--- config.mk ---
export PLATFORM = sky130hd
export DESIGN_NAME = ifetch_prefetch_queue
export DESIGN_NICKNAME = d
export VERILOG_FILES = /design/src/rtl/ifetch_prefetch_queue.sv
export SDC_FILE = /design/constraint.sdc
export NUM_CORES = 1
export LEC_CHECK = 0
export BUFFER_PORTS_ARGS = -buffer_cell sky130_fd_sc_hd__clkbuf_2
export CELL_PAD_IN_SITES_DETAIL_PLACEMENT = 0
export CELL_PAD_IN_SITES_GLOBAL_PLACEMENT = 1
export CORE_ASPECT_RATIO = 1.4
export CORE_UTILIZATION = 50
export CTS_CLUSTER_SIZE = 24
export DETAILED_ROUTE_END_ITERATION = 10
export GPL_TIMING_DRIVEN = 0
export PLACE_DENSITY = 0.89
export SLEW_MARGIN = 20
export SYNTH_ARGS = -nofsm -noshare
export SYNTH_HDL_FRONTEND = slang
export SYNTH_SLANG_ARGS = --single-unit
--- constraint.sdc ---
create_clock -name clk -period 18.1 [get_ports clk]
set_input_delay 1.81 -clock clk [delete_from_list [all_inputs] [get_ports clk]]
set_output_delay 1.81 -clock clk [all_outputs]
set_load 0.02 [all_outputs]
--- src/rtl/ifetch_prefetch_queue.sv ---
// rtl/ifetch_prefetch_queue.sv - instruction prefetch queue between imem port and fetch/decode
//
// Purpose:
//   Issues sequential word-aligned fetch requests to an instruction memory
//   with one or more cycles of response latency, buffers up to Depth
//   returned {addr, instr} pairs, and presents them in order on a
//   valid/ready handshake. A taken jump/branch (flush) empties the queue,
//   marks all in-flight responses as stale and restarts fetching at the
//   target address.
//
// Ports:
//   clk          in   clock, rising edge
//   rst          in   asynchronous active-high reset
//   mem_req      out  fetch request to instruction memory
//   mem_addr     out  fetch address (word aligned)
//   mem_gnt      in   memory accepted the request this cycle
//   mem_rvalid   in   in-order read response valid
//   mem_rdata    in   response instruction word
//   flush        in   taken jump/branch from EXE
//   flush_addr   in   jump target (low two bits ignored)
//   instr_valid  out  head entry valid
//   instr_out    out  head instruction
//   instr_addr   out  address of head instruction
//   instr_ready  in   consumer takes the head entry this cycle

module ifetch_prefetch_queue #(
  parameter int                   AddrWidth = 32,
  parameter int                   DataWidth = 32,
  parameter int                   Depth     = 4,
  parameter logic [AddrWidth-1:0] ResetPC   = '0
) (
  input  logic                 clk,
  input  logic                 rst,
  output logic                 mem_req,
  output logic [AddrWidth-1:0] mem_addr,
  input  logic                 mem_gnt,
  input  logic                 mem_rvalid,
  input  logic [DataWidth-1:0] mem_rdata,
  input  logic                 flush,
  input  logic [AddrWidth-1:0] flush_addr,
  output logic                 instr_valid,
  output logic [DataWidth-1:0] instr_out,
  output logic [AddrWidth-1:0] instr_addr,
  input  logic                 instr_ready
);

  localparam int PtrW = $clog2(Depth);
  localparam int CntW = PtrW + 1;

  logic [AddrWidth-1:0] fetch_pc_q, fetch_pc_d;
  logic [PtrW-1:0]      wr_ptr_q, wr_ptr_d;
  logic [PtrW-1:0]      rd_ptr_q, rd_ptr_d;
  logic [PtrW-1:0]      ifl_wr_q, ifl_wr_d;
  logic [PtrW-1:0]      ifl_rd_q, ifl_rd_d;
  logic [CntW-1:0]      count_q, count_d;
  logic [CntW-1:0]      outstanding_q, outstanding_d;
  logic [CntW-1:0]      discard_q, discard_d;

  logic [AddrWidth-1:0] q_addr_q   [Depth];
  logic [DataWidth-1:0] q_data_q   [Depth];
  logic [AddrWidth-1:0] ifl_addr_q [Depth];

  logic [CntW:0] credit_used;
  logic          credit_ok;
  logic          grant;
  logic          rsp_keep;
  logic          rsp_drop;
  logic          pop;

  // A request is only issued when every granted word is guaranteed a queue
  // slot on return, so the queue can never overflow. Stale in-flight words
  // still hold credit until they come back and are dropped.
  assign credit_used = {1'b0, count_q} + {1'b0, outstanding_q};
  assign credit_ok   = credit_used < (CntW + 1)'(Depth);

  assign mem_req  = !rst && !flush && credit_ok;
  assign mem_addr = fetch_pc_q;
  assign grant    = mem_req && mem_gnt;

  assign rsp_drop = mem_rvalid && (discard_q != '0);
  assign rsp_keep = mem_rvalid && (discard_q == '0) && !flush;

  assign instr_valid = (count_q != '0);
  assign instr_out   = q_data_q[rd_ptr_q];
  assign instr_addr  = q_addr_q[rd_ptr_q];
  assign pop         = instr_valid && instr_ready && !flush;

  always_comb begin
    fetch_pc_d    = fetch_pc_q;
    wr_ptr_d      = wr_ptr_q;
    rd_ptr_d      = rd_ptr_q;
    ifl_wr_d      = ifl_wr_q;
    ifl_rd_d      = ifl_rd_q;
    count_d       = count_q;
    outstanding_d = outstanding_q;
    discard_d     = discard_q;

    if (flush) begin
      // Everything already requested becomes stale; a response landing in
      // this very cycle is consumed now, so it is not counted again.
      count_d       = '0;
      rd_ptr_d      = wr_ptr_q;
      ifl_rd_d      = ifl_wr_q;
      fetch_pc_d    = flush_addr & ~AddrWidth'(3);
      outstanding_d = outstanding_q - CntW'(mem_rvalid);
      discard_d     = outstanding_q - CntW'(mem_rvalid);
    end else begin
      if (grant) begin
        fetch_pc_d = fetch_pc_q + AddrWidth'(4);
        ifl_wr_d   = ifl_wr_q + PtrW'(1);
      end
      outstanding_d = outstanding_q + CntW'(grant) - CntW'(mem_rvalid);
      // Stale responses never had their address kept, so only kept
      // responses pop the in-flight address FIFO.
      if (rsp_drop) begin
        discard_d = discard_q - CntW'(1);
      end
      if (rsp_keep) begin
        wr_ptr_d = wr_ptr_q + PtrW'(1);
        ifl_rd_d = ifl_rd_q + PtrW'(1);
      end
      if (pop) begin
        rd_ptr_d = rd_ptr_q + PtrW'(1);
      end
      count_d = count_q + CntW'(rsp_keep) - CntW'(pop);
    end
  end

  always_ff @(posedge clk or posedge rst) begin
    if (rst) begin
      fetch_pc_q    <= ResetPC;
      wr_ptr_q      <= '0;
      rd_ptr_q      <= '0;
      ifl_wr_q      <= '0;
      ifl_rd_q      <= '0;
      count_q       <= '0;
      outstanding_q <= '0;
      discard_q     <= '0;
      for (int i = 0; i < Depth; i++) begin
        q_addr_q[i]   <= '0;
        q_data_q[i]   <= '0;
        ifl_addr_q[i] <= '0;
      end
    end else begin
      fetch_pc_q    <= fetch_pc_d;
      wr_ptr_q      <= wr_ptr_d;
      rd_ptr_q      <= rd_ptr_d;
      ifl_wr_q      <= ifl_wr_d;
      ifl_rd_q      <= ifl_rd_d;
      count_q       <= count_d;
      outstanding_q <= outstanding_d;
      discard_q     <= discard_d;
      if (grant) begin
        ifl_addr_q[ifl_wr_q] <= fetch_pc_q;
      end
      if (rsp_keep) begin
        q_addr_q[wr_ptr_q] <= ifl_addr_q[ifl_rd_q];
        q_data_q[wr_ptr_q] <= mem_rdata;
      end
    end
  end

endmodule

==> results of run 1 <==
==> per-stage QoR <==
step / cell area [µm²] / utilization, %
detailed placement: 20270 / 55.14
finish: 21610 / 58.77
CTS: 21610 / 58.77
global route: 21610 / 58.77
floorplan: 18760 / -
global placement: 20150 / 54.82
==> cell type report <==
cell class                      instances  area share (%)
Clock buffer                           59           5.571
Timing Repair Buffer                  165           4.239
Sequential cell                       415           48.07
Inverter                               18          0.3475
Tap cell                              467           2.704
Buffer                                 97           2.004
Multi-Input combinational cell        714           36.45
Clock inverter                         11          0.6139
==> worst max-delay path: stages <==
cell	delay [ns]
clkbuf_2	0.14
nor4_1	0.43
and3_1	0.29
clkbuf_2	0.19
==> how the worst max path moves through the flow <==
stage	from	end	slack, ns
after CTS	rst	mem_req	13.46
after detailed placement	rst	outstanding_q[2]	13.17
after global routing	rst	mem_req	13.36
after global placement	rst	q_data_q[99]	0.98
after floorplan	rst	count_q[0]	4.74
final	rst	mem_req	13.44
==> state kept, by name (all words and copies together) (netlist names) <==
signal,count
q_data_q,128
q_addr_q,120
ifl_wr_q,2
count_q,3
outstanding_q,3
wr_ptr_q,2
discard_q,3
ifl_rd_q,2
ifl_addr_q,120
mem_addr,30
rd_ptr_q,2
==> metal layers <==
layer / track usage [%] / part of all wire [%] / vias up
met5: 0 / 0 / -
met4: 9.258 / 4.1 / 0
met3: 2.937 / 4.1 / 110
li1: - / - / 5006
met1: 28.17 / 41 / 5892
met2: 39.47 / 51 / 314
==> cell families (layout without fill, tap and decap cells) <==
family | count (synthesis) | after routing
AOI/OAI and AO/OA | 68 | 68
muxes | 464 | 464
adders and majority gates | 21 | 21
and+or+nand+nor | 143 | 143
buffers and inverters | 115 | 350
DFF | 415 | 415
xor gates and xnor gates | 14 | 14
other | 1 | 4
==> power by group <==
group / total, µW / switching, µW / leakage, µW / internal [µW]
sequential: 1460 / 181 / 0.00546 / 1280
clock: 852 / 350 / 0.000663 / 502
combinational: 1240 / 602 / 0.00429 / 635
total: 3550 / 1130 / 0.0104 / 2410
==> Yosys cell counts (6+ instances only) <==
| master | number |
|---|---|
| ha_1 | 19 |
| nand4_1 | 10 |
| nand2_1 | 53 |
| a221o_1 | 7 |
| mux2_2 | 368 |
| buf_4 | 6 |
| o211ai_1 | 12 |
| nor2_1 | 17 |
| inv_1 | 17 |
| o21ai_0 | 24 |
| dfrtp_1 | 415 |
| clkbuf_1 | 50 |
| xor2_1 | 10 |
| mux4_2 | 92 |
| buf_2 | 36 |
| o311ai_0 | 6 |
| nand3_1 | 23 |
==> summary.md, run 1 <==
| Metric | Value |
|---|---|
| Vias/cell | 5.818 |
| Mapped Area | 18,750 µm² |
| Unrepaired setup endpoints after global routing | false |
| CTS root buffer | clkbuf_16 |
| Pre-antenna DRT Iters | 8 |
| Critical R2R Capture | outstanding_q[2] |
| HP Start | q_data_q[53] |
| Fin crit share | 25.77% |
| Worst EP required | around 16 ns |
| Post-synth EDFFs | 0 |
| Routed WL per cell | around 21 µm |
| Worst-Skew Late Latency | between 0.5 and 0.6 ns |
| Setup TNS | 0 ns |
| Area grow syn2layout | 15.23% |
| Lkg Pwr | 0.01041 µW |
| Most frequent cells in the layout | dfrtp_1 (415), mux2_2 (368), clkbuf_2 (162) |
| Multi-input gate area | 7876 µm² |
| Warnings from Yosys | 0 |
| Die Area | around 38,000 µm² |
| # rows | between 80 and 90 |
| Post-CTS Setup Bufs | 0 |
| Slew HR | 45.97% |
| Worst-path clk slew | approximately 0.06 ns |
| Most common cell after layout, fill and taps aside | dfrtp_1 |
| Kind of critical path | input port to output port |
| Worst-Margin Slew | slightly above 0.8 ns |
| Yosys cell types | a little under 50 |
| H-tree Lvls | 2 |
| Post-Synth Simple-Gate Area | a little under 4% |
| Failing checks | design-rule violations |
| Critical path startpoint category | input port |
| Initial Util | roughly 51% |
| Mux contribution to synthesized area | between 30 and 40% |
| Initial antenna violation count | 0 |
| MaxCap Viol Count | 0 |
| Die Width | around 170 µm |
| Setup WS post-layout | about 13 ns |
| Routed wire length | between 40 and 50 mm |
| CTS resizes | 0 |
| Cells after DPL | about 1,900 |
| Final-report setup violation count | 0 |
| Routed via count | around 11,000 |
| Post-synth top area share | a little under three fifths |
| Count of final hold-check violations | 0 |
| Iter 0 DRT Violations | roughly 640 |
| Mean Syn Cell Area | 15.11 µm² |
| FFs w/ async S/R, synth | 100.0% |
| GP Congestion | between 0.8 and 0.9 |
| Clk sink count | 415 |
| Storage cell area | 10,390 µm² |
| Remaining antenna violation count after routing | 0 |
| # diodes | 0 |
| Critical Path Fanout Max | 2 |
| Clk buf depth | 3 |
| Worst Hold Class | flip-flop to flip-flop |
| Status | complete, but fails checks |
| Post-synthesis sequential area ratio | 55.39% |
| Top post-synthesis cells by area | dfrtp_1 (55%), mux2_2 (22%), mux4_2 (11%) |
| Tmin final | ~4.7 ns |
| Synth area leader | dfrtp_1 |
| #FFs+latches synth | around 420 |
| Worst hold stages | 1 |
| Power Density | 164.2 nW/µm² |
| Hold Path End | q_data_q[53] |
| HPWL Detailed | around 29 mm |
| Worst Reg-to-Reg Cells | 13 |
| Cts hold-fix bufs | 0 |
| IO buf count | between 150 and 200 |
| DR DRC count | 20 |
| Worst Path Arrival | ~2.9 ns |
| # IOs | 168 |
| Share of cells above drive strength 1 | 50.10% |
| Final Instance Count excl. Fillers | slightly below 2,000 |
| Crit. End Element | output port |
| TritonCTS Buffers | 40 |
| GR Util All Layers | 22.46% |
| Reg-to-reg slack, setup | 14.44 ns |
| Mapped Cells | roughly 1,200 |
| Adder-Cell Fraction of Synth Area | 1.481% |
| Largest net degree at the start of global routing | 110 |
| Max Freq | between 0.2 and 0.25 GHz |
| Count of nets after finishing | approximately 1,500 |
| XOR/XNOR Fraction of Synth Area | less than 1% |
| Grt total ovfl | 0 |
| Final hold slack | 0.5001 ns |
| Synth Area in Compound Gates | under 10% |
| Main synth FF type | dfrtp_1 |
| Pre-CTS setup slack | approximately 13 ns |
| First-pass GRT wire length | 67.33 mm |
| CTS tree | built |
| Vias in the first global route | between 10,000 and 15,000 |
| Reg2reg start | count_q[1] |
| Largest family of logic cells by synthesized area | multiplexers |
| VDD IR max | just over 0.07 mV |
| Core Box Area | approximately 37,000 µm² |
| Clock Skew | roughly 0.014 ns |
| Fin. max-slew vios | 0 |
| Tot Pwr | between 3000 and 4000 µW |
| Height of the die | between 200 and 250 µm |
| Fillers | ~2,900 |
Note: power is estimated with default switching activity, not from simulation.
==> run 2, diff against run 1 <==
--- a/config.mk
+++ b/config.mk
@@ -5,11 +5,12 @@
 export SDC_FILE = /design/constraint.sdc
 export NUM_CORES = 1
 export LEC_CHECK = 0
+export ABC_AREA = 1
 export BUFFER_PORTS_ARGS = -buffer_cell sky130_fd_sc_hd__clkbuf_2
 export CELL_PAD_IN_SITES_DETAIL_PLACEMENT = 0
 export CELL_PAD_IN_SITES_GLOBAL_PLACEMENT = 1
 export CORE_ASPECT_RATIO = 1.4
-export CORE_UTILIZATION = 50
+export CORE_UTILIZATION = 45
 export CTS_CLUSTER_SIZE = 24
 export DETAILED_ROUTE_END_ITERATION = 10
 export GPL_TIMING_DRIVEN = 0
==> constraint.sdc (replaced) <==
create_clock -name clk -period 4.4 [get_ports clk]
set_input_delay 0.44 -clock clk [delete_from_list [all_inputs] [get_ports clk]]
set_output_delay 0.44 -clock clk [all_outputs]
set_load 0.02 [all_outputs]
==> run 2 against run 1 <==
- the flow now finishes without violations
- routed wire length rose by 38%
- largest cell class unchanged
- die area rose by 14%
- first-iteration DRC count rose by 130%
- register-to-register slack got worse by 13 ns
- global-route usage rose by 4.1 points
- critical path depth rose by 2
- clock power rose to 4.3 times the previous value
- cell area rose by 4.3%
==> summary.md, run 2 <==
| Metric | Value |
|---|---|
| Comb pwr share | approximately two fifths |
| Kind of critical path | flip-flop to output port |
| Most flop-heavy register | q_data_q |
| Max reg flops | around 130 |
| Pre-CTS setup slack | roughly 1.5 ns |
| Vias in the first global route | approximately 17,000 |
| DR DRC count | 0 |
| Status | completed |
| Final-report setup violation count | 0 |
| Largest net degree at the start of global routing | 34 |
| Initial antenna violation count | 0 |
| Lkg Pwr | 0.01128 µW |
| # IOs | about 170 |
| Fin. max-slew vios | 0 |
| Most common cell after layout, fill and taps aside | nand2_1 |
| Clk sink count | just over 400 |
| Setup WS post-layout | 1.113 ns |
| First-pass GRT wire length | ~91 mm |
| Synth area leader | dfrtp_1 |
| GR Util All Layers | a little over a quarter |
| Max Freq | 0.3042 GHz |
| Crit path cell chain | buf_2, clkinv_1, clkbuf_1, o21ai_0, o21ai_0, clkbuf_2 |
| Most frequent cells in the layout | nand2_1 (759), dfrtp_1 (415), o21ai_0 (276) |
| MaxCap Viol Count | 0 |
| H-tree Lvls | 2 |
| Cells after DPL | slightly above 3,000 |
| HPWL Detailed | 40.72 mm |
| CTS root buffer | clkbuf_16 |
| Share of total power in the clock network | between 20% and 30% |
| Top post-synthesis cells by area | dfrtp_1 (54%), nand2_1 (15%), o21ai_0 (7.1%) |
| Unrepaired setup endpoints after global routing | false |
| Yosys cell types | 35 |
| Initial Util | a little under half |
| Core Box Area | about 42,000 µm² |
| Post-synth top area share | about 54% |
| Worst EP required | roughly 4.0 ns |
| Worst Reg-to-Reg Cells | 15 |
| Sw Ratio | between 40% and 50% |
| Clk buf depth | 3 |
| Die Width | roughly 180 µm |
| TritonCTS Buffers | between 40 and 50 |
| Slowest cell on crit path | clkbuf_1 |
| Share of cells above drive strength 1 | 14.35% |
| Tot Pwr | between 15,000 and 20,000 µW |
| Routed WL per cell | around 18 µm |
| Routed wire length | between 50 and 60 mm |
| Grt total ovfl | 0 |
| Most frequent cell after synthesis | nand2_1 |
| IO buf count | about 160 |
| Fin crit share | 74.71% |
| CTS tree | built |
| Remaining antenna violation count after routing | 0 |
| Iter 0 DRT Violations | 1,453 |
| Mapped Cells | around 2,400 |
| Slew HR | 50.11% |
| Reg-to-reg slack, setup | 1.54 ns |
| Height of the die | ~250 µm |
| Fillers | roughly 4,100 |
| Mean Syn Cell Area | 8.146 µm² |
| FFs w/ async S/R, synth | 100.0% |
| # rows | between 80 and 90 |
| Critical path's most frequent cell | o21ai_0 |
| Crit. End Element | output port |
| Internal power | ~9500 µW |
| Worst Path Arrival | around 2.9 ns |
| Main synth FF type | dfrtp_1 |
| Critical R2R Capture | outstanding_q[2] |
| Vias/cell | ~5.4 |
| Count of final hold-check violations | 0 |
| Reg2reg start | count_q[1] |
| Sequential share of power | roughly 37% |
| Pre-antenna DRT Iters | 5 |
| Post-synth EDFFs | 0 |
| Worst-Margin Slew | between 0.7 and 0.8 ns |
| CP endpoint | instr_addr[10] |
| Post-synthesis sequential area ratio | around 54% |
| Final Instance Count excl. Fillers | between 3,000 and 4,000 |
| GP Congestion | roughly 0.86 |
| Commonest cells post-synth | nand2_1 (759), dfrtp_1 (415), o21ai_0 (276), nor2_1 (218), o21ai_1 (186) |
| Area grow syn2layout | 16.47% |
| Count of nets after finishing | ~2,700 |
| CP Launch Point | rd_ptr_q[1] |
| Critical path startpoint category | flip-flop |
| # diodes | 0 |
| Routed via count | approximately 17,000 |
| Power Density | 719.6 nW/µm² |
| Tmin final | approximately 3.3 ns |
| CP peak stage delay | roughly 0.56 ns |
| VDD IR max | roughly 0.34 mV |
| Die Area | roughly 44,000 µm² |
| Post-CTS Setup Bufs | 0 |
| Worst Hold Class | input port to flip-flop |
| P_sw | ~6700 µW |
| Worst-path clk slew | approximately 0.060 ns |
| Clock Skew | just under 0.02 ns |
| CTS resizes | 0 |
| Critical Path Fanout Max | 10 |
| Biggest registers after layout | q_data_q (128), ifl_addr_q (120), q_addr_q (120) |
| #FFs+latches synth | between 400 and 500 |
| Warnings from Yosys | 0 |
| Mapped Area | ~19,000 µm² |
| Worst-Skew Late Latency | 0.56 ns |
-- run 2: cell count changes in the layout (fill, tap and decap cells not counted), sizes merged, moves of 92 or more --
cell	delta
nor2	+209
o21ai	+448
mux4	-92
mux2	-368
inv	+98
nand2	+717
-- run 2: per-layer routing --
layer	vias up	global-route usage (%)	routed length, µm
met4	0	10.40	1850
met2	542	47.08	29030
met3	112	3.260	3050
met1	8313	32.59	23110
li1	8158	-	-
met5	-	0	0
-- run 2: cells by family after synthesis --
| group | synth area share [%] |
|---|---|
| other cells | 0.01939 |
| xor+xnor | 0.4076 |
| flops | 53.70 |
| compound gates | 15.77 |
| fa+ha+maj | 1.436 |
| simple gates | 21.85 |
| buf+inv | 6.813 |
-- run 2: per-stage QoR --
| step | utilization, % | TNS (ns) | hold slack, ns | cell area (µm²) |
|---|---|---|---|---|
| after CTS | 53.23 | 0 | 0.08300 | 22520 |
| after global routing | 53.23 | 0 | 0.1014 | 22520 |
| after global placement | 49.25 | -1627.45 | 0.4562 | 20840 |
| after floorplan | - | -678.76 | 0.4437 | 19350 |
| final | 53.23 | 0 | 0.1022 | 22520 |
| after detailed placement | 49.93 | 0 | 0.4600 | 21130 |
-- run 2: final cells by class --
type	count	area [µm²]	share of cell area, %
inverters	124	473.0	2.100
multi-input cells	1685	7647	33.95
clock inverters	8	95.09	0.4222
well taps	546	683.2	3.033
plain buffers	153	848.3	3.766
clock buffers	67	1289	5.722
flip-flops and latches	415	10390	46.11
repair buffers	176	1104	4.899
-- run 2: how the worst min path moves through the flow --
stage	from	end	cells past startpoint	slack [ns]
floorplan	q_addr_q[10]	q_addr_q[10]	2	0.44
global placement	q_addr_q[6]	q_addr_q[6]	2	0.46
detailed placement	q_addr_q[82]	q_addr_q[82]	2	0.46
CTS	flush_addr[5]	mem_addr[5]	3	0.08
global route	flush_addr[16]	mem_addr[16]	3	0.10
finish	flush_addr[5]	mem_addr[5]	3	0.10
-- run 2: power groups by stage --
stage               registers (µW)  clock network, µW  logic, µW
floorplan                     5970                  0       4350
global placement              6060                  0       6320
detailed placement            6100                  0       6490
CTS                           6040               3680       6520
global route                  6220               3840       7240
finish                        6070               3630       6510
-- run 2: critical path, delay by kind of cell (launching register included) --
family                 cells  cell delay [ns]
AO/OA/AOI/OAI              2             0.65
flip-flops                 1             0.36
buffers and inverters      4             1.29
-- run 2: what timing repair did --
action / in CTS / in global routing
hold endpoints to repair: 14 / 0
hold buffers: 1 / 0
endpoints found under the setup margin: 0 / 0
